$ cat src/rtl/i2c_apb_arbiter.sv
// i2c_apb_arbiter
//   Shares the single CoreI2C APB slave port between two requesters. Each transfer runs as a
//   registered SETUP/ACCESS sequence followed by a one-cycle response to the winner. A requester
//   may hold ownership across a whole I2C transaction with its LOCK input, and a watchdog frees
//   a lock whose owner has gone quiet for TIMEOUT idle cycles.
//
// Ports
//   PCLK, PRESETN                   clock, asynchronous active-low reset
//   Mx_PSEL/PENABLE/PWRITE/PADDR/PWDATA/LOCK   requester x APB request and lock hint
//   Mx_PRDATA/PREADY/PSLVERR        requester x response (PREADY high one cycle)
//   PSEL/PENABLE/PWRITE/PADDR/PWDATA  APB master side towards CoreI2C
//   PRDATA/PREADY/PSLVERR           CoreI2C response
//   GNT                             one-hot current/last owner, 00 when none yet
//   LOCKED                          GNT owner holds the lock
//   LOCK_TO                         one-cycle pulse when the watchdog drops a lock

module i2c_apb_arbiter #(
  parameter int unsigned TIMEOUT = 1024
) (
  input  logic       PCLK,
  input  logic       PRESETN,
  input  logic       M0_PSEL,
  input  logic       M0_PENABLE,
  input  logic       M0_PWRITE,
  input  logic [8:0] M0_PADDR,
  input  logic [7:0] M0_PWDATA,
  input  logic       M0_LOCK,
  output logic [7:0] M0_PRDATA,
  output logic       M0_PREADY,
  output logic       M0_PSLVERR,
  input  logic       M1_PSEL,
  input  logic       M1_PENABLE,
  input  logic       M1_PWRITE,
  input  logic [8:0] M1_PADDR,
  input  logic [7:0] M1_PWDATA,
  input  logic       M1_LOCK,
  output logic [7:0] M1_PRDATA,
  output logic       M1_PREADY,
  output logic       M1_PSLVERR,
  output logic       PSEL,
  output logic       PENABLE,
  output logic       PWRITE,
  output logic [8:0] PADDR,
  output logic [7:0] PWDATA,
  input  logic [7:0] PRDATA,
  input  logic       PREADY,
  input  logic       PSLVERR,
  output logic [1:0] GNT,
  output logic       LOCKED,
  output logic       LOCK_TO
);

  localparam logic [15:0] ToLast = 16'(TIMEOUT - 1);

  typedef enum logic [1:0] {StIdle, StSetup, StAccess, StResp} state_e;

  state_e      state_q, state_d;
  logic [1:0]  gnt_q, gnt_d;
  // One-hot record of the last completed grant; a tie goes to the other requester.
  // Reset value 01 makes the first contended grant go to requester 1.
  logic [1:0]  last_q, last_d;
  logic        locked_q, locked_d;
  logic        lock_to_q, lock_to_d;
  logic [15:0] wd_cnt_q, wd_cnt_d;
  logic        pwrite_q, pwrite_d;
  logic [8:0]  paddr_q, paddr_d;
  logic [7:0]  pwdata_q, pwdata_d;
  logic [7:0]  m0_prdata_q, m0_prdata_d, m1_prdata_q, m1_prdata_d;
  logic        m0_pslverr_q, m0_pslverr_d, m1_pslverr_q, m1_pslverr_d;

  logic [1:0]  elig;
  logic [1:0]  win;
  logic        owner_psel;
  logic        owner_lock;

  // Requesters' PENABLE carries no information the arbiter needs.
  logic unused_penable;
  assign unused_penable = M0_PENABLE ^ M1_PENABLE;

  always_comb begin
    owner_psel = |(gnt_q & {M1_PSEL, M0_PSEL});
    owner_lock = |(gnt_q & {M1_LOCK, M0_LOCK});
    elig[0]    = M0_PSEL & (~locked_q | gnt_q[0]);
    elig[1]    = M1_PSEL & (~locked_q | gnt_q[1]);
    win        = (&elig) ? ~last_q : elig;
  end

  // State register
  always_ff @(posedge PCLK or negedge PRESETN) begin
    if (!PRESETN) begin
      state_q <= StIdle;
    end else begin
      state_q <= state_d;
    end
  end

  // Datapath / bookkeeping registers
  always_ff @(posedge PCLK or negedge PRESETN) begin
    if (!PRESETN) begin
      gnt_q        <= 2'b00;
      last_q       <= 2'b01;
      locked_q     <= 1'b0;
      lock_to_q    <= 1'b0;
      wd_cnt_q     <= '0;
      pwrite_q     <= 1'b0;
      paddr_q      <= '0;
      pwdata_q     <= '0;
      m0_prdata_q  <= '0;
      m1_prdata_q  <= '0;
      m0_pslverr_q <= 1'b0;
      m1_pslverr_q <= 1'b0;
    end else begin
      gnt_q        <= gnt_d;
      last_q       <= last_d;
      locked_q     <= locked_d;
      lock_to_q    <= lock_to_d;
      wd_cnt_q     <= wd_cnt_d;
      pwrite_q     <= pwrite_d;
      paddr_q      <= paddr_d;
      pwdata_q     <= pwdata_d;
      m0_prdata_q  <= m0_prdata_d;
      m1_prdata_q  <= m1_prdata_d;
      m0_pslverr_q <= m0_pslverr_d;
      m1_pslverr_q <= m1_pslverr_d;
    end
  end

  // Next-state logic
  always_comb begin
    state_d      = state_q;
    gnt_d        = gnt_q;
    last_d       = last_q;
    locked_d     = locked_q;
    lock_to_d    = 1'b0;
    wd_cnt_d     = '0;
    pwrite_d     = pwrite_q;
    paddr_d      = paddr_q;
    pwdata_d     = pwdata_q;
    m0_prdata_d  = m0_prdata_q;
    m1_prdata_d  = m1_prdata_q;
    m0_pslverr_d = m0_pslverr_q;
    m1_pslverr_d = m1_pslverr_q;

    unique case (state_q)
      StIdle: begin
        if (|elig) begin
          // An owner request always beats a pending watchdog expiry.
          state_d  = StSetup;
          gnt_d    = win;
          pwrite_d = win[1] ? M1_PWRITE : M0_PWRITE;
          paddr_d  = win[1] ? M1_PADDR  : M0_PADDR;
          pwdata_d = win[1] ? M1_PWDATA : M0_PWDATA;
        end else if (locked_q) begin
          // Nothing eligible while locked implies the owner is not selecting.
          if (!owner_lock) begin
            locked_d = 1'b0;
          end else if (wd_cnt_q == ToLast) begin
            locked_d  = 1'b0;
            lock_to_d = 1'b1;
          end else begin
            wd_cnt_d = wd_cnt_q + 16'd1;
          end
        end
      end
      StSetup: begin
        state_d = StAccess;
      end
      StAccess: begin
        if (PREADY) begin
          state_d = StResp;
          if (gnt_q[0]) begin
            m0_prdata_d  = PRDATA;
            m0_pslverr_d = PSLVERR;
          end
          if (gnt_q[1]) begin
            m1_prdata_d  = PRDATA;
            m1_pslverr_d = PSLVERR;
          end
        end
      end
      StResp: begin
        state_d  = StIdle;
        last_d   = gnt_q;
        locked_d = owner_lock;
      end
    endcase
  end

  // Outputs
  always_comb begin
    PSEL      = (state_q == StSetup) || (state_q == StAccess);
    PENABLE   = (state_q == StAccess);
    M0_PREADY = (state_q == StResp) && gnt_q[0];
    M1_PREADY = (state_q == StResp) && gnt_q[1];
  end

  assign PWRITE     = pwrite_q;
  assign PADDR      = paddr_q;
  assign PWDATA     = pwdata_q;
  assign M0_PRDATA  = m0_prdata_q;
  assign M1_PRDATA  = m1_prdata_q;
  assign M0_PSLVERR = m0_pslverr_q;
  assign M1_PSLVERR = m1_pslverr_q;
  assign GNT        = gnt_q;
  assign LOCKED     = locked_q;
  assign LOCK_TO    = lock_to_q;

endmodule
$ cat config.mk
export PLATFORM = sky130hd
export DESIGN_NAME = i2c_apb_arbiter
export DESIGN_NICKNAME = d
export VERILOG_FILES = /design/src/rtl/i2c_apb_arbiter.sv
export SDC_FILE = /design/constraint.sdc
export NUM_CORES = 1
export LEC_CHECK = 0
export ABC_AREA = 1
export BUFFER_PORTS_ARGS = -buffer_cell sky130_fd_sc_hd__buf_2
export CAP_MARGIN = 0
export CORE_ASPECT_RATIO = 0.8
export CORE_MARGIN = 4
export CORE_UTILIZATION = 30
export CTS_CLUSTER_SIZE = 10
export DETAILED_ROUTE_END_ITERATION = 10
export HOLD_SLACK_MARGIN = 0.15
export MAX_ROUTING_LAYER = met4
export SYNTH_ARGS = -nofsm -noshare
export SYNTH_HDL_FRONTEND = slang
export SYNTH_SLANG_ARGS = --single-unit
$ cat constraint.sdc
create_clock -name PCLK -period 1.65 [get_ports PCLK]
set_input_delay 0.33 -clock PCLK [delete_from_list [all_inputs] [get_ports PCLK]]
set_output_delay 0.33 -clock PCLK [all_outputs]
set_load 0.02 [all_outputs]
==> out/results.ini, run 1 <==
[route]
drtPass1Iterations = 4
vias = 2682
via_per_inst = 4.30
post_drt_wl_per_cell_um = 11.6
finalWirelength_um = 7260
drc = 0
drt_iter0_drc = 84
ant_nets = 0

[cts]
clk_latency_ns = 0.32
clk_transition_reported_paths_ns = 0.06
cts_buffer_depth = 2
cts_made_buffers = 9
root_buffer = clkbuf_16
ctsHtreeMaxLevel = 3
cts.sinks = 60
tritoncts = done

[power_and_ir_drop]
ir_drop_mv = 0.755
switchingPower_mw = 2.75
sw_frac_of_total = 0.385
p_int_mw = 4.39
p_leak_nw = 2.11
power_mw = 7.14
pwr-share-seq = 0.321
p_per_area_mw_per_mm2 = 1770
combPwrFrac = 0.389
power.share.clock = 0.289

[timing]
hold_violations = 0
fin_tns_setup_ns = -0.00747
fin_skew_ns = 0.00531
clock.fmax_mhz = 603
fin_crit_sh = 1.00
drv_slew = 0
setup_viol = 1
relSlewSlack = 0.771
rsz0062_at_grt = true
fin_crit_ns = 1.66
hold-worst-slack_ns = 0.266
worst_slack_ns = -0.00747
worst_pin_slew_ns = 0.344

[min_path]
min_path_type = in2reg

[placed_design]
port_buffers = 95
dp_hpwl_um = 5320
placedCellCount = 607
gp_congestion = 0.766

[layout]
final_common_cell = nand2_1
final_cells = 624
layout.nets = 541
layout_common_cells = 114 x nand2_1, 94 x buf_2, 58 x dfrtp_1, 50 x nor2_1, 49 x inv_1
diodes = 0
areaGrowthSynthToFinish_pct = 36.0
layout-drive-gt1-share = 0.307

[die]
die_w_um = 119
die_area_mm2 = 0.0115
start_util = 0.307
die_h_um = 96.9
ios = 98
core.rowCount = 32
core_mm2 = 0.00965

[worst_setup_path]
crit_fanout = 3
path_class = reg2out
cp.required_ns = 1.32
crit_path_start_kind = register
worstPathArrival_ns = 1.33
cp-end-kind = output pin

[synthesis]
synthCells = 372
synth_enable_flop_cells = 0
yosys_warnings = 0
yosys-top-cells-area = dfrtp_1 50%, nand2_1 14%, nor2_1 6.3%
syn_area_mm2 = 0.00296
synth_largest_area_cell = dfrtp_1
syn_nets = 430
ys.flop_type = dfrtp_1
synth.avg_cell_area_um2 = 7.96
async_flop_share = 1.00
synth_top_area_share = 0.499
synth_cell_types = 31
ys_ff_latch = 60
synth_seq_area_share = 0.508

[outcome]
violations = negative setup slack
status = complete, but fails checks

[grt]
grt_max_degree = 61
grt_first_pass_wirelength_um = 12300
antenna_found_initial = 0
grt_util_all_layers = 0.135
overflow = 0
grt_pass1_vias = 2653

[job]
maxCapViolCount = 0

-- flip-flops by register name (all words and copies together), names as in the netlist --
name / flops
wd_cnt_q: 16
PADDR: 9
M0_PRDATA: 8
M1_PRDATA: 8
PWDATA: 8
GNT: 2
last_q: 2
state_q: 2
LOCKED: 1
LOCK_TO: 1
M0_PSLVERR: 1
M1_PSLVERR: 1
PWRITE: 1
-- worst max-delay path: stages, from the launching register on --
cell,delay [ns]
dfrtp_1,0.39
inv_1,0.10
ha_1,0.35
buf_4,0.18
-- cells by family (layout without fill, tap and decap cells) --
family | after synthesis | count (layout) | share of synthesized area
flops | 60 | 60 | 0.508
fa+ha+maj | 4 | 4 | 0.0169
xor+xnor | 9 | 9 | 0.0266
compound gates | 45 | 45 | 0.0930
buf+inv | 62 | 178 | 0.0909
simple gates | 192 | 192 | 0.265
-- synthesized netlist by cell type, types with 2 or more instances --
master and count:
nand2_1 114, buf_4 3, o211ai_1 2, o21ai_0 21
nand4_1 2, dfrtp_1 59, o21ai_2 9, nor2_1 50
buf_2 2, nand3_1 10, nand2_2 4, ha_1 4
clkbuf_1 2, nor3_1 5, inv_1 49, xor2_1 6
o21ai_1 10, xnor2_1 3, inv_2 3, buf_6 3
-- timing repair --
item / 4_1_cts / 5_1_grt
endpoints found under the hold margin: 59 / 0
resized for setup: 1 / 3
setup endpoints to repair: 2 / 3
hold buffers: 1 / 0
setup buffers: 0 / 0
-- per-layer routing --
| metal | vias up | share of wire | routed length (µm) | global-route usage |
|---|---|---|---|---|
| li1 | 1361 | - | - | - |
| met1 | 1261 | 0.46 | 3350 | 0.167 |
| met2 | 51 | 0.48 | 3490 | 0.211 |
| met3 | 9 | 0.044 | 316 | 0.0415 |
| met4 | 0 | 0.015 | 106 | 0.0472 |
| met5 | - | 0 | 0 | - |
-- stage by stage --
step	utilization	worst slack (ns)	area [µm²]
after floorplan	-	0.163	2960
after CTS	0.416	0.0213	4010
after detailed placement	0.380	0.144	3660
after global routing	0.417	-0.0486	4030
after global placement	0.380	0.214	3660
final	0.417	-0.00747	4030
-- final cells by class --
class	instances	area (µm²)
Sequential cell	60	1500
Clock buffer	11	253
Clock inverter	5	83.8
Tap cell	136	170
Fill cell	995	5620
Multi-Input combinational cell	250	1200
Timing Repair Buffer	110	618
Inverter	52	195
-- path summary, 6_finish.rpt --
kind,start,end,slack (ns),depth (start not counted)
max,state_q[0]$_DFFE_PN0P_,PSEL,-0.007,3
min,PRDATA[3],M0_PRDATA[3]$_DFFE_PN0P_,0.27,3
max reg2reg,wd_cnt_q[1]$_DFF_PN0_,wd_cnt_q[15]$_DFF_PN0_,0.16,8
min reg2reg,PADDR[6]$_DFFE_PN0P_,PADDR[6]$_DFFE_PN0P_,0.47,2
max in group asynchronous,PRESETN,last_q[0]$_DFFE_PN1P_,0.80,3
min in group asynchronous,PRESETN,wd_cnt_q[14]$_DFF_PN0_,0.55,3
-- power by group through the flow --
| stage | combinational (mW) | sequential (mW) | clock, mW |
|---|---|---|---|
| CTS | 2.81 | 2.29 | 2.12 |
| finish | 2.78 | 2.29 | 2.07 |
| detailed placement | 2.80 | 2.29 | 0 |
| global route | 3.08 | 2.37 | 2.18 |
| global placement | 2.73 | 2.29 | 0 |
| floorplan | 1.29 | 2.84 | 0 |
No activity file was read; power rests on OpenSTA's default activity.
==> run 2, diff against run 1 <==
- PLACE_DENSITY_LB_ADDON: unset -> 0.2
==> run 2 against run 1 <==
Compared with the run above:
- the flow now finishes without violations
- die area unchanged
- critical endpoint is now PENABLE
- wire length up 2.7%
- total power down 0.60%
- count of clock-buffer cells in the layout down 1
==> out/results.ini, run 2 (same netlist as run 1, synthesis figures left out) <==
[power_and_ir_drop]
power_mw = 7.09
p_leak_nw = 2.11
p_per_area_mw_per_mm2 = 1750
ir_drop_mv = 0.916

[cts]
cts_buffer_depth = 2
clk_transition_reported_paths_ns = 0.05
tritoncts = done
clk_latency_ns = 0.32
root_buffer = clkbuf_16
cts_made_buffers = 9
cts.sinks = 60
ctsHtreeMaxLevel = 3

[worst_setup_path]
worstPathCellList = inv_1, ha_1, clkbuf_4
r2r_cells = 8
crit_fanout = 4
reg2reg_from = wd_cnt_q[1]$_DFF_PN0_
critPathBufInv = 2
crit_path_start_kind = register
r2r_end = wd_cnt_q[11]$_DFF_PN0_
cpMaxStageDelayCell = dfrtp_1
r2r_slack_ns = 0.11
crit_family = flip-flops
cp-end-kind = output pin
cp.required_ns = 1.32
worstPathArrival_ns = 1.27
slowest_delay_ns = 0.38
path_class = reg2out

[layout]
fillerInstances = 985
top_register = wd_cnt_q
areaGrowthSynthToFinish_pct = 36.7
final_cells = 627
layout-drive-gt1-share = 0.314
fin_area_mm2 = 0.00405
utilization = 0.419
largest_reg_flops = 16
diodes = 0
layout_common_cells = 114 x nand2_1, 93 x buf_2, 59 x dfrtp_1, 50 x nor2_1, 48 x inv_1
layout.nets = 544
final_common_cell = nand2_1

[timing]
worst_slack_ns = 0.0486
fin_crit_ns = 1.60
worst_pin_slew_ns = 0.340
fin_skew_ns = 0.00674
rsz0062_at_grt = true
setup_viol = 0
fin_crit_sh = 0.971
clock.fmax_mhz = 624
hold-worst-slack_ns = 0.262
fin_tns_setup_ns = 0
relSlewSlack = 0.774
hold_violations = 0
drv_slew = 0

[job]
maxCapViolCount = 0

[route]
via_per_inst = 4.20
vias = 2635
drc = 0
finalWirelength_um = 7450
post_drt_wl_per_cell_um = 11.9
drt_iter0_drc = 77
ant_nets = 0
drtPass1Iterations = 4

[grt]
antenna_found_initial = 0
grt_first_pass_wirelength_um = 12300
overflow = 0
grt_max_degree = 61
grt_pass1_vias = 2576
grt_util_all_layers = 0.136

[die]
die_h_um = 96.9
start_util = 0.307
core_mm2 = 0.00965
die_w_um = 119
die_area_mm2 = 0.0115
core.rowCount = 32
ios = 98

[min_path]
holdPathStages = 3
hold_path.startpoint = M1_PWDATA[5]
min_path_type = in2reg
hold_path_end = PWDATA[5]$_DFFE_PN0P_

[placed_design]
placedCellCount = 606
dp_hpwl_um = 5170
gp_congestion = 0.845
post-place-ws_ns = 0.0174
port_buffers = 95
dpl_cell_area_mm2 = 0.00367

[outcome]
status = finished clean

==> run 2: worst register-to-register path: cells and delay by family (launching register included) <==
| family | cells | cell delay, ns |
|---|---|---|
| AND/OR/NAND/NOR | 6 | 0.71 |
| flip-flops | 1 | 0.39 |
| buffers and inverters | 1 | 0.16 |
| adder cells (fa/ha/maj) | 1 | 0.20 |
==> run 2: worst max path at each step <==
stage,end,cells past startpoint,slack [ns],from
final,PENABLE,3,0.05,state_q[0]$_DFFE_PN0P_
after global routing,PENABLE,3,-0.04,state_q[0]$_DFFE_PN0P_
after CTS,PADDR[3]$_DFFE_PN0P_,7,0.003,state_q[0]$_DFFE_PN0P_
after detailed placement,PADDR[8]$_DFFE_PN0P_,7,0.02,state_q[1]$_DFFE_PN0P_
after global placement,PADDR[5]$_DFFE_PN0P_,7,0.06,state_q[0]$_DFFE_PN0P_
after floorplan,M1_PRDATA[7]$_DFFE_PN0P_,6,0.16,state_q[0]$_DFFE_PN0P_
==> run 2: report_power, final <==
| part | internal (mW) | switching, mW | leakage, nW |
|---|---|---|---|
| logic | 1.08 | 1.87 | 1.19 |
| clock network | 1.21 | 0.673 | 0.144 |
| registers | 1.99 | 0.275 | 0.770 |
| total | 4.28 | 2.82 | 2.11 |
==> run 2: final cells by class <==
type	count	area, µm²	share of cell area
Clock inverter	6	63.8	0.0158
Inverter	52	199	0.0491
Sequential cell	60	1500	0.371
Clock buffer	10	239	0.0590
Multi-Input combinational cell	250	1200	0.297
Timing Repair Buffer	110	649	0.160
Timing Repair inverter	3	20.0	0.00495
Tap cell	136	170	0.0420
==> run 2: repair_timing <==
item	CTS	global route
buffers inserted	0	1
cloned	0	3
setup endpoints to repair	4	22
gates resized for setup	2	6
endpoints found under the hold margin	59	0
pin swaps	0	1
hold buffers	1	0
==> run 2: routing by layer <==
| layer | global-route usage | vias to the layer above | wire length [µm] |
|---|---|---|---|
| met5 | - | - | 0 |
| met4 | 0.0427 | 0 | 92 |
| met3 | 0.0444 | 8 | 438 |
| met2 | 0.214 | 63 | 3430 |
| met1 | 0.168 | 1197 | 3490 |
| li1 | - | 1367 | - |
==> run 3, diff against run 2 <==
- CTS_BUF_LIST: unset -> sky130_fd_sc_hd__clkbuf_16
==> run 3 against run 2 <==
Compared with the run above:
- global-route usage about the same
- worst hold slack barely moved
- first-iteration DRC count fell by 10%
- clock power shrank 3%
- cell count stayed put
- total power is 0.66% lower
- fmax about the same
- non-clock buffer count did not move
- sequential power barely moved
- largest power group unchanged
==> out/results.ini, run 3 (same netlist as run 1, synthesis figures left out) <==
[route]
vias = 2631
drtPass1Iterations = 4
post_drt_wl_per_cell_um = 11.9
ant_nets = 0
via_per_inst = 4.20
finalWirelength_um = 7460
drc = 0
drt_iter0_drc = 69

[worst_setup_path]
cp-end-kind = output pin
critPathBufInv = 2
crit_family = flip-flops
path_class = reg2out
crit_fanout = 4
reg2reg_from = wd_cnt_q[1]$_DFF_PN0_
crit_path_start_kind = register
cpMaxStageDelayCell = dfrtp_1
worstPathArrival_ns = 1.27
r2r_end = wd_cnt_q[11]$_DFF_PN0_
r2r_cells = 8
slowest_delay_ns = 0.38
cp.required_ns = 1.32
worstPathCellList = inv_1, ha_1, clkbuf_4
r2r_slack_ns = 0.11

[layout]
final_common_cell = nand2_1
layout.nets = 544
diodes = 0
areaGrowthSynthToFinish_pct = 36.4
largest_reg_flops = 16
layout-drive-gt1-share = 0.312
layout_common_cells = 114 x nand2_1, 93 x buf_2, 59 x dfrtp_1, 50 x nor2_1, 48 x inv_1
top_register = wd_cnt_q
utilization = 0.418
final_cells = 627

[timing]
hold-worst-slack_ns = 0.262
fin_skew_ns = 0.00618
worst_pin_slew_ns = 0.340
fin_crit_ns = 1.60
hold_violations = 0
relSlewSlack = 0.773
setup_viol = 0
clock.fmax_mhz = 625
rsz0062_at_grt = true
fin_crit_sh = 0.970
drv_slew = 0
worst_slack_ns = 0.0489
fin_tns_setup_ns = 0

[cts]
ctsHtreeMaxLevel = 3
root_buffer = clkbuf_16
clk_latency_ns = 0.32
clk_transition_reported_paths_ns = 0.05
tritoncts = done
cts.sinks = 60
cts_made_buffers = 9
cts_buffer_depth = 2

[outcome]
status = finished clean

[min_path]
holdPathStages = 3
hold_path.startpoint = M1_PWDATA[5]
min_path_type = in2reg
hold_path_end = PWDATA[5]$_DFFE_PN0P_

[power_and_ir_drop]
power.share.clock = 0.260
switchingPower_mw = 2.82
ir_drop_mv = 0.916
sw_frac_of_total = 0.400
combPwrFrac = 0.419
p_per_area_mw_per_mm2 = 1750
p_int_mw = 4.23
p_leak_nw = 2.10
pwr-share-seq = 0.321

[die]
die_h_um = 96.9
start_util = 0.307
die_w_um = 119
core.rowCount = 32
core_mm2 = 0.00965
die_area_mm2 = 0.0115
ios = 98

[grt]
grt_pass1_vias = 2579
grt_util_all_layers = 0.136
overflow = 0
grt_first_pass_wirelength_um = 12300
antenna_found_initial = 0
grt_max_degree = 61

[placed_design]
post-place-ws_ns = 0.0174
gp_congestion = 0.845
placedCellCount = 606
port_buffers = 95
dp_hpwl_um = 5170

[job]
maxCapViolCount = 0

run 3: per-layer routing:
metal / GRT usage / up-vias / wire (µm)
met5: - / - / 0
met4: 0.0427 / 0 / 92
met3: 0.0444 / 8 / 439
met2: 0.214 / 65 / 3420
met1: 0.167 / 1192 / 3510
li1: - / 1366 / -
run 3: what timing repair did:
item                                   4_1_cts  5_1_grt
gates cloned                                 0        3
endpoints found under the hold margin       59        0
gates resized for setup                      2        6
pin swaps                                    0        1
hold buffers                                 1        0
setup endpoints to repair                    4       22
setup buffers                                0        1
run 3: power by group through the flow:
stage               Sequential, mW  Clock [mW]  Combinational (mW)
finish                        2.27        1.83                2.95
global route                  2.35        1.96                3.28
CTS                           2.27        1.89                2.84
detailed placement            2.28           0                2.82
global placement              2.27           0                2.76
floorplan                     2.84           0                1.29
run 3: worst register-to-register path, cell delays in order, from the launching register on:
cell and delay, ns:
dfrtp_1 0.39, ha_1 0.20, nand2_1 0.12, nor2_2 0.05, and2_2 0.21, nand2_2 0.08
nand3_2 0.09, buf_12 0.16, nor3_1 0.16
run 3: worst max path at each step:
stage | endpoint | depth (start not counted) | slack (ns) | start
finish | PENABLE | 3 | 0.05 | state_q[0]$_DFFE_PN0P_
global route | PENABLE | 3 | -0.04 | state_q[0]$_DFFE_PN0P_
CTS | PADDR[3]$_DFFE_PN0P_ | 7 | 0.003 | state_q[0]$_DFFE_PN0P_
detailed placement | PADDR[8]$_DFFE_PN0P_ | 7 | 0.02 | state_q[1]$_DFFE_PN0P_
global placement | PADDR[5]$_DFFE_PN0P_ | 7 | 0.06 | state_q[0]$_DFFE_PN0P_
floorplan | M1_PRDATA[7]$_DFFE_PN0P_ | 6 | 0.16 | state_q[0]$_DFFE_PN0P_
run 3: area by class of cell:
class                   count  area (µm²)
fillers                   988        5610
flip-flops and latches     60        1500
multi-input cells         250        1200
repair buffers            110         649
clock buffers               9         225
inverters                  52         199
well taps                 136         170
clock inverters             7        67.6
repair inverters            3        20.0
run 3: metrics by stage:
step / instance area [µm²] / power [mW]
global route: 4040 / 7.59
floorplan: 2960 / 4.13
global placement: 3670 / 5.03
detailed placement: 3670 / 5.10
CTS: 3980 / 7.00
finish: 4040 / 7.05
